File: src/rtl/flappy_bird_pkg.sv
// Shared constants and types for the flappy-bird video path.
// The renderer's parameter defaults are taken from here.
package flappy_bird_pkg;

  localparam int COORD_W     = 11;
  localparam int BIRD_W      = 16;
  localparam int BIRD_H      = 13;
  localparam int BIRD_ROM_AW = 8;
  localparam int SCREEN_W    = 640;
  localparam int SCREEN_H    = 480;

  // One pixel's worth of control carried between pipeline stages.
  typedef struct packed {
    logic valid;
    logic obstacle;
    logic in_box;
    logic frame_start;
  } stage_t;

endpackage

File: src/rtl/bird_sprite_renderer_if.sv
// Pixel-stream, sprite-ROM and collision signals of the bird renderer.
// pix_valid qualifies pix_x/pix_y/obstacle_in in the cycle it is high; there is no
// ready because the stage never stalls, and pix_valid_o qualifies the outputs 2 cycles later.
interface bird_sprite_renderer_if;
  import flappy_bird_pkg::*;

  logic                   frame_start;
  logic [COORD_W-1:0]     bird_x;
  logic [COORD_W-1:0]     bird_y;
  logic                   pix_valid;
  logic [COORD_W-1:0]     pix_x;
  logic [COORD_W-1:0]     pix_y;
  logic                   obstacle_in;
  logic [BIRD_ROM_AW-1:0] rom_ad;
  logic                   rom_dout;
  logic                   pix_valid_o;
  logic                   bird_px_o;
  logic                   obstacle_o;
  logic                   collision_o;

  modport master (
    output frame_start, bird_x, bird_y, pix_valid, pix_x, pix_y, obstacle_in, rom_dout,
    input  rom_ad, pix_valid_o, bird_px_o, obstacle_o, collision_o
  );

  modport slave (
    input  frame_start, bird_x, bird_y, pix_valid, pix_x, pix_y, obstacle_in, rom_dout,
    output rom_ad, pix_valid_o, bird_px_o, obstacle_o, collision_o
  );

endinterface

File: src/rtl/bird_sprite_renderer.sv
// Two-stage raster renderer for the bird sprite: box test + ROM address, then ROM bit,
// plus a per-frame sticky bird/obstacle overlap reported once per frame.
module bird_sprite_renderer #(
  parameter int COORD_W  = flappy_bird_pkg::COORD_W,
  parameter int SPRITE_W = flappy_bird_pkg::BIRD_W,
  parameter int SPRITE_H = flappy_bird_pkg::BIRD_H,
  parameter int ADDR_W   = flappy_bird_pkg::BIRD_ROM_AW
) (
  input  logic                  clk,
  input  logic                  rst,
  bird_sprite_renderer_if.slave bus
);

  localparam int XW = $clog2(SPRITE_W);
  localparam logic [COORD_W-1:0] SW = COORD_W'(SPRITE_W);
  localparam logic [COORD_W-1:0] SH = COORD_W'(SPRITE_H);

  logic [COORD_W-1:0]        act_x;
  logic [COORD_W-1:0]        act_y;
  logic                      armed;
  logic signed [COORD_W:0]   rel_x;
  logic signed [COORD_W:0]   rel_y;
  logic                      in_box;
  logic [ADDR_W-1:0]         addr;
  flappy_bird_pkg::stage_t   s1;
  logic                      frame_start_d2;
  logic                      hit;
  logic                      hit_flag;

  // One extra sign bit so a bird partly off the right/bottom edge never wraps to x/y=0.
  always_comb begin
    rel_x  = $signed({1'b0, bus.pix_x}) - $signed({1'b0, act_x});
    rel_y  = $signed({1'b0, bus.pix_y}) - $signed({1'b0, act_y});
    in_box = armed & bus.pix_valid
           & ~rel_x[COORD_W] & (rel_x[COORD_W-1:0] < SW)
           & ~rel_y[COORD_W] & (rel_y[COORD_W-1:0] < SH);
    addr   = '0;
    if (in_box)
      addr = (ADDR_W'(rel_y[COORD_W-1:0]) << XW) | ADDR_W'(rel_x[XW-1:0]);
  end

  assign hit = bus.pix_valid_o & bus.bird_px_o & bus.obstacle_o;

  always_ff @(posedge clk) begin
    if (rst) begin
      act_x           <= '0;
      act_y           <= '0;
      armed           <= 1'b0;
      bus.rom_ad      <= '0;
      s1              <= '0;
      bus.pix_valid_o <= 1'b0;
      bus.obstacle_o  <= 1'b0;
      bus.bird_px_o   <= 1'b0;
      frame_start_d2  <= 1'b0;
      bus.collision_o <= 1'b0;
      hit_flag        <= 1'b0;
    end else begin
      // The pixel sharing this cycle with frame_start was already tested against the old box.
      if (bus.frame_start) begin
        act_x <= bus.bird_x;
        act_y <= bus.bird_y;
        armed <= 1'b1;
      end

      bus.rom_ad <= addr;
      s1 <= '{valid:       bus.pix_valid,
              obstacle:    bus.pix_valid & bus.obstacle_in,
              in_box:      in_box,
              frame_start: bus.frame_start};

      bus.pix_valid_o <= s1.valid;
      bus.obstacle_o  <= s1.obstacle;
      bus.bird_px_o   <= s1.in_box & bus.rom_dout;
      frame_start_d2  <= s1.frame_start;

      // The hit visible alongside frame_start_d2 still belongs to the frame that is ending.
      if (frame_start_d2) begin
        bus.collision_o <= hit_flag | hit;
        hit_flag        <= 1'b0;
      end else begin
        bus.collision_o <= 1'b0;
        hit_flag        <= hit_flag | hit;
      end
    end
  end

endmodule

File: src/flat_wrapper.sv
// flat-port wrapper written by rule: the top's interface ports become plain ports
module bird_sprite_renderer_flat 
#(
  parameter int COORD_W  = flappy_bird_pkg::COORD_W,
  parameter int SPRITE_W = flappy_bird_pkg::BIRD_W,
  parameter int SPRITE_H = flappy_bird_pkg::BIRD_H,
  parameter int ADDR_W   = flappy_bird_pkg::BIRD_ROM_AW
)
  (clk, rst, bus_frame_start, bus_bird_x, bus_bird_y, bus_pix_valid, bus_pix_x, bus_pix_y, bus_obstacle_in, bus_rom_dout, bus_rom_ad, bus_pix_valid_o, bus_bird_px_o, bus_obstacle_o, bus_collision_o);
  bird_sprite_renderer_if bus_i ();
  input  logic clk;
  input  logic rst;
  input wire logic [$bits(bus_i.frame_start)-1:0] bus_frame_start;
  input wire logic [$bits(bus_i.bird_x)-1:0] bus_bird_x;
  input wire logic [$bits(bus_i.bird_y)-1:0] bus_bird_y;
  input wire logic [$bits(bus_i.pix_valid)-1:0] bus_pix_valid;
  input wire logic [$bits(bus_i.pix_x)-1:0] bus_pix_x;
  input wire logic [$bits(bus_i.pix_y)-1:0] bus_pix_y;
  input wire logic [$bits(bus_i.obstacle_in)-1:0] bus_obstacle_in;
  input wire logic [$bits(bus_i.rom_dout)-1:0] bus_rom_dout;
  output wire logic [$bits(bus_i.rom_ad)-1:0] bus_rom_ad;
  output wire logic [$bits(bus_i.pix_valid_o)-1:0] bus_pix_valid_o;
  output wire logic [$bits(bus_i.bird_px_o)-1:0] bus_bird_px_o;
  output wire logic [$bits(bus_i.obstacle_o)-1:0] bus_obstacle_o;
  output wire logic [$bits(bus_i.collision_o)-1:0] bus_collision_o;
  assign bus_i.frame_start = bus_frame_start;
  assign bus_i.bird_x = bus_bird_x;
  assign bus_i.bird_y = bus_bird_y;
  assign bus_i.pix_valid = bus_pix_valid;
  assign bus_i.pix_x = bus_pix_x;
  assign bus_i.pix_y = bus_pix_y;
  assign bus_i.obstacle_in = bus_obstacle_in;
  assign bus_i.rom_dout = bus_rom_dout;
  assign bus_rom_ad = bus_i.rom_ad;
  assign bus_pix_valid_o = bus_i.pix_valid_o;
  assign bus_bird_px_o = bus_i.bird_px_o;
  assign bus_obstacle_o = bus_i.obstacle_o;
  assign bus_collision_o = bus_i.collision_o;
  bird_sprite_renderer #(.COORD_W(COORD_W), .SPRITE_W(SPRITE_W), .SPRITE_H(SPRITE_H), .ADDR_W(ADDR_W)) u_core (.clk(clk), .rst(rst), .bus(bus_i));
endmodule
File: config.mk
export PLATFORM = sky130hd
export DESIGN_NAME = bird_sprite_renderer_flat
export DESIGN_NICKNAME = d
export VERILOG_FILES = /design/src/rtl/flappy_bird_pkg.sv /design/src/rtl/bird_sprite_renderer_if.sv /design/src/rtl/bird_sprite_renderer.sv /design/src/flat_wrapper.sv
export SDC_FILE = /design/constraint.sdc
export NUM_CORES = 1
export LEC_CHECK = 0
export ABC_CLOCK_PERIOD_IN_PS = 3200
export CAP_MARGIN = 20
export CORE_MARGIN = 5
export CORE_UTILIZATION = 35
export DETAILED_ROUTE_END_ITERATION = 16
export SYNTH_ARGS = -nofsm -noshare
export SYNTH_HDL_FRONTEND = slang
export SYNTH_SLANG_ARGS = --single-unit
File: constraint.sdc
create_clock -name clk -period 3.2 [get_ports clk]
set_clock_uncertainty 0.15 [all_clocks]
set_input_delay 0.64 -clock clk [delete_from_list [all_inputs] [get_ports clk]]
set_output_delay 0.64 -clock clk [all_outputs]
set_load 0.1 [all_outputs]
==> impl_metrics.py <==
metrics = {
    "yosys": {
        "synth-async-reset-ratio_pct": 0,
        "yosys_warnings": 0,
        "syn-num-nets": 342,
        "synth_edf_count": 0,
        "avgSynthCellArea_sq_um": 8.78,
        "seq_area_frac_synth_pct": 34.9,
        "postSynthCellCount": 268,
        "synth_ff_type": "dfxtp_1",
        "synth_seq_cells": 41,
        "synthDistinctLibCells": 45,
        "syn-cell-area_sq_mm": 0.00235,
    },
    "detailed_routing": {
        "drt_iter0_markers": 101,
        "viasPerCell": 4.97,
        "dr_total_vias": 2294,
        "routed_wl_mm": 6.41,
        "ant_nets": 0,
        "routedWlPerCell_microns": 13.9,
        "drt-pass1-iter-count": 4,
        "drc_errors": 0,
    },
    "timing": {
        "max_freq_ghz": 0.313,
        "slew_violations": 0,
        "fin_crit_sh_pct": 99.8,
        "slew_headroom_pct": 48.0,
        "finalHoldViolCount": 0,
        "hold_slack_ns": 0.270,
        "tightest_slew_ns": 0.776,
        "tns_ns": 0,
        "setup_violations": 0,
        "rsz0062_at_grt": "true",
        "fin_crit_ns": 3.19,
    },
    "placement": {
        "post-place-cells": 442,
        "gp_congestion": 0.826,
        "dp.final_hpwl_mm": 4.58,
        "portBuffers": 61,
        "placed_area_sq_mm": 0.00333,
    },
    "layout": {
        "diodes": 0,
        "design_area_sq_mm": 0.00386,
        "fillers": 607,
        "drive_gt1_share_pct": 33.0,
        "syn2layout_area_growth_pct": 64.3,
        "finalNetCount": 459,
        "utilization_pct": 59.8,
        "instances_no_fill": 462,
    },
    "critical_path": {
        "slowest_stage": "or4b_4",
        "crit_path_max_incr_delay_ns": 0.57,
        "start_kind": "input pin",
        "cp.buffers_inverters": 2,
        "crit_arrival_ns": 3.25,
        "path_cells": "clkdlybuf4s50_1 -> nor2b_4 -> o2111ai_1 -> or4b_4 -> a2111oi_4 -> nand4_1 -> buf_4 -> or4_4 -> nor4_2",
        "critPathLaunch": "bus_pix_valid",
        "crit_fanout": 4,
        "crit_type": "in2reg",
        "r2r.worst_path.cells": 10,
        "cp_top_family": "simple AND/OR/NAND/NOR gates",
        "required_ns": 3.26,
        "cp.depth": 9,
        "timing.rr.start": "u_core.act_y[0]",
        "end_kind": "flop",
    },
    "hold_path": {
        "hold_depth": 1,
        "hold_path.startpoint": "u_core.frame_start_d2",
        "min-delay-path-class": "reg2reg",
    },
    "global_routing": {
        "antenna_found_initial": 0,
        "grt_max_degree": 31,
        "grt_pass1_vias": 2292,
        "grt_pass1_wl_mm": 10.7,
        "grt_use_total_pct": 15.5,
        "overflow": 0,
    },
    "status": {
        "status": "completed",
    },
    "power": {
        "p_leak_nw": 1.69,
        "pwr_density_cell_mw_per_mm2": 378,
        "vdd_drop_max_v": 0.000166,
    },
    "clock_network": {
        "cts_made_buffers": 5,
        "cts-htree-levels": 2,
        "clk_pin_slew_ns": 0.08,
        "cts_tree": "yes",
        "cts-root-buf": "clkbuf_8",
        "numClockSinks": 41,
        "clk_latency_ns": 0.29,
        "ctsHoldBuffers": 0,
        "clk_path_buf_depth": 2,
    },
    "die": {
        "fp.dieW_microns": 92.0,
        "die_h_microns": 92.0,
        "ios": 62,
        "start_util_pct": 36.4,
        "fp-row-count": 29,
        "coreArea_sq_mm": 0.00646,
        "dieArea_sq_mm": 0.00846,
    },
    "run": {
        "max_cap_viol_count": 0,
    },
}
==> power by group <==
group	switching (mW)	total (mW)	leakage, nW	internal, mW
combinational	0.242	0.516	1.30	0.274
sequential	0.0107	0.541	0.336	0.530
clock	0.177	0.404	0.0540	0.227
==> flip-flops by register name, summed over array words and instances (netlist names) <==
register,count
u_core.act_x,11
u_core.act_y,11
u_core.armed,1
u_core.bus.bird_px_o,1
u_core.bus.collision_o,1
u_core.bus.obstacle_o,1
u_core.bus.pix_valid_o,1
u_core.bus.rom_ad,8
u_core.frame_start_d2,1
u_core.hit_flag,1
u_core.s1,4
==> worst paths after layout <==
kind                                to  slack (ns)
setup / recovery  u_core.bus.rom_ad[6]       0.006
hold / removal         u_core.hit_flag        0.27
setup reg to reg  u_core.bus.rom_ad[6]        0.11
hold reg to reg        u_core.hit_flag        0.27
==> stage by stage <==
| step | worst slack, ns | power [mW] |
|---|---|---|
| floorplan | 0.00220 | 0.781 |
| global placement | -0.625 | 0.963 |
| detailed placement | -0.681 | 0.965 |
| CTS | 0.00266 | 1.44 |
| global route | -0.0763 | 1.55 |
| finish | 0.00558 | 1.46 |
==> timing repair <==
| action | 4_1_cts | 5_1_grt |
|---|---|---|
| setup endpoints to repair | 9 | 9 |
| setup buffers | 9 | 3 |
| gates cloned | 1 | 0 |
| resized for setup | 54 | 26 |
| pin swaps | 32 | 19 |
==> layer usage <==
layer / up-vias / part of all wire, % / global-route usage (%)
li1: 1176 / - / -
met1: 1056 / 46 / 20.3
met2: 58 / 48 / 25.7
met3: 4 / 5.2 / 3.68
met4: 0 / 0.64 / 4.08
met5: - / 0 / 0
==> cells in the mapped netlist, types with 2 or more instances <==
master	number	share of area (%)
dfxtp_1	41	35
nor2_1	34	5.4
inv_1	31	4.9
mux2i_1	26	11
ha_1	22	12
a21oi_1	11	2.3
nor4_1	11	2.9
o21ai_0	9	1.9
nor2b_1	8	2.1
nor3_1	8	1.7
nand2_1	7	1.1
clkbuf_1	5	0.80
a31oi_1	4	1.1
nand2b_1	4	1.1
o21a_1	4	1.3
xnor2_1	4	1.5
a21o_1	2	0.64
a32oi_1	2	0.74
and2_1	2	0.53
fa_1	2	1.7
nand3_1	2	0.43
nor3b_1	2	0.64
o2111ai_1	2	0.74
o211ai_1	2	0.64
o31ai_1	2	0.64
xor2_1	2	0.74
==> layout by cell type (no fill, tap or decap), types with 4 or more instances in the layout <==
cell type and instances:
a21oi_1 7, ha_1 8, nand2b_1 4, nor4_4 4
nor3_1 6, ha_2 4, nand2_1 5, nor2_1 34
nor2b_1 6, dlygate4sd2_1 12, a21oi_2 4, o21ai_0 9
o21a_1 4, nor4_2 4, mux2i_1 26, ha_4 10
buf_4 67, clkdlybuf4s50_1 31, inv_1 29, clkbuf_8 5
dfxtp_1 41
==> cell type report <==
class | count | area, sq um | share of cell area, %
Tap cell | 77 | 96.3 | 2.49
Timing Repair Buffer | 116 | 982 | 25.4
Clock buffer | 5 | 68.8 | 1.78
Clock inverter | 2 | 35.0 | 0.907
Inverter | 31 | 119 | 3.08
Sequential cell | 41 | 821 | 21.2
Multi-Input combinational cell | 190 | 1740 | 45.1
==> cell families (layout without fill, tap and decap cells) <==
logic type / after synthesis / count (layout) / synth area share, %
AND/OR/NAND/NOR: 84 / 85 / 17.9
multiplexers: 27 / 27 / 11.5
adder cells (fa/ha/maj): 24 / 24 / 13.4
flip-flops: 41 / 41 / 34.9
XOR/XNOR: 6 / 6 / 2.23
buffers and inverters: 38 / 154 / 6.12
AO/OA/AOI/OAI: 48 / 48 / 13.9
No activity file was read; power rests on OpenSTA's default activity.
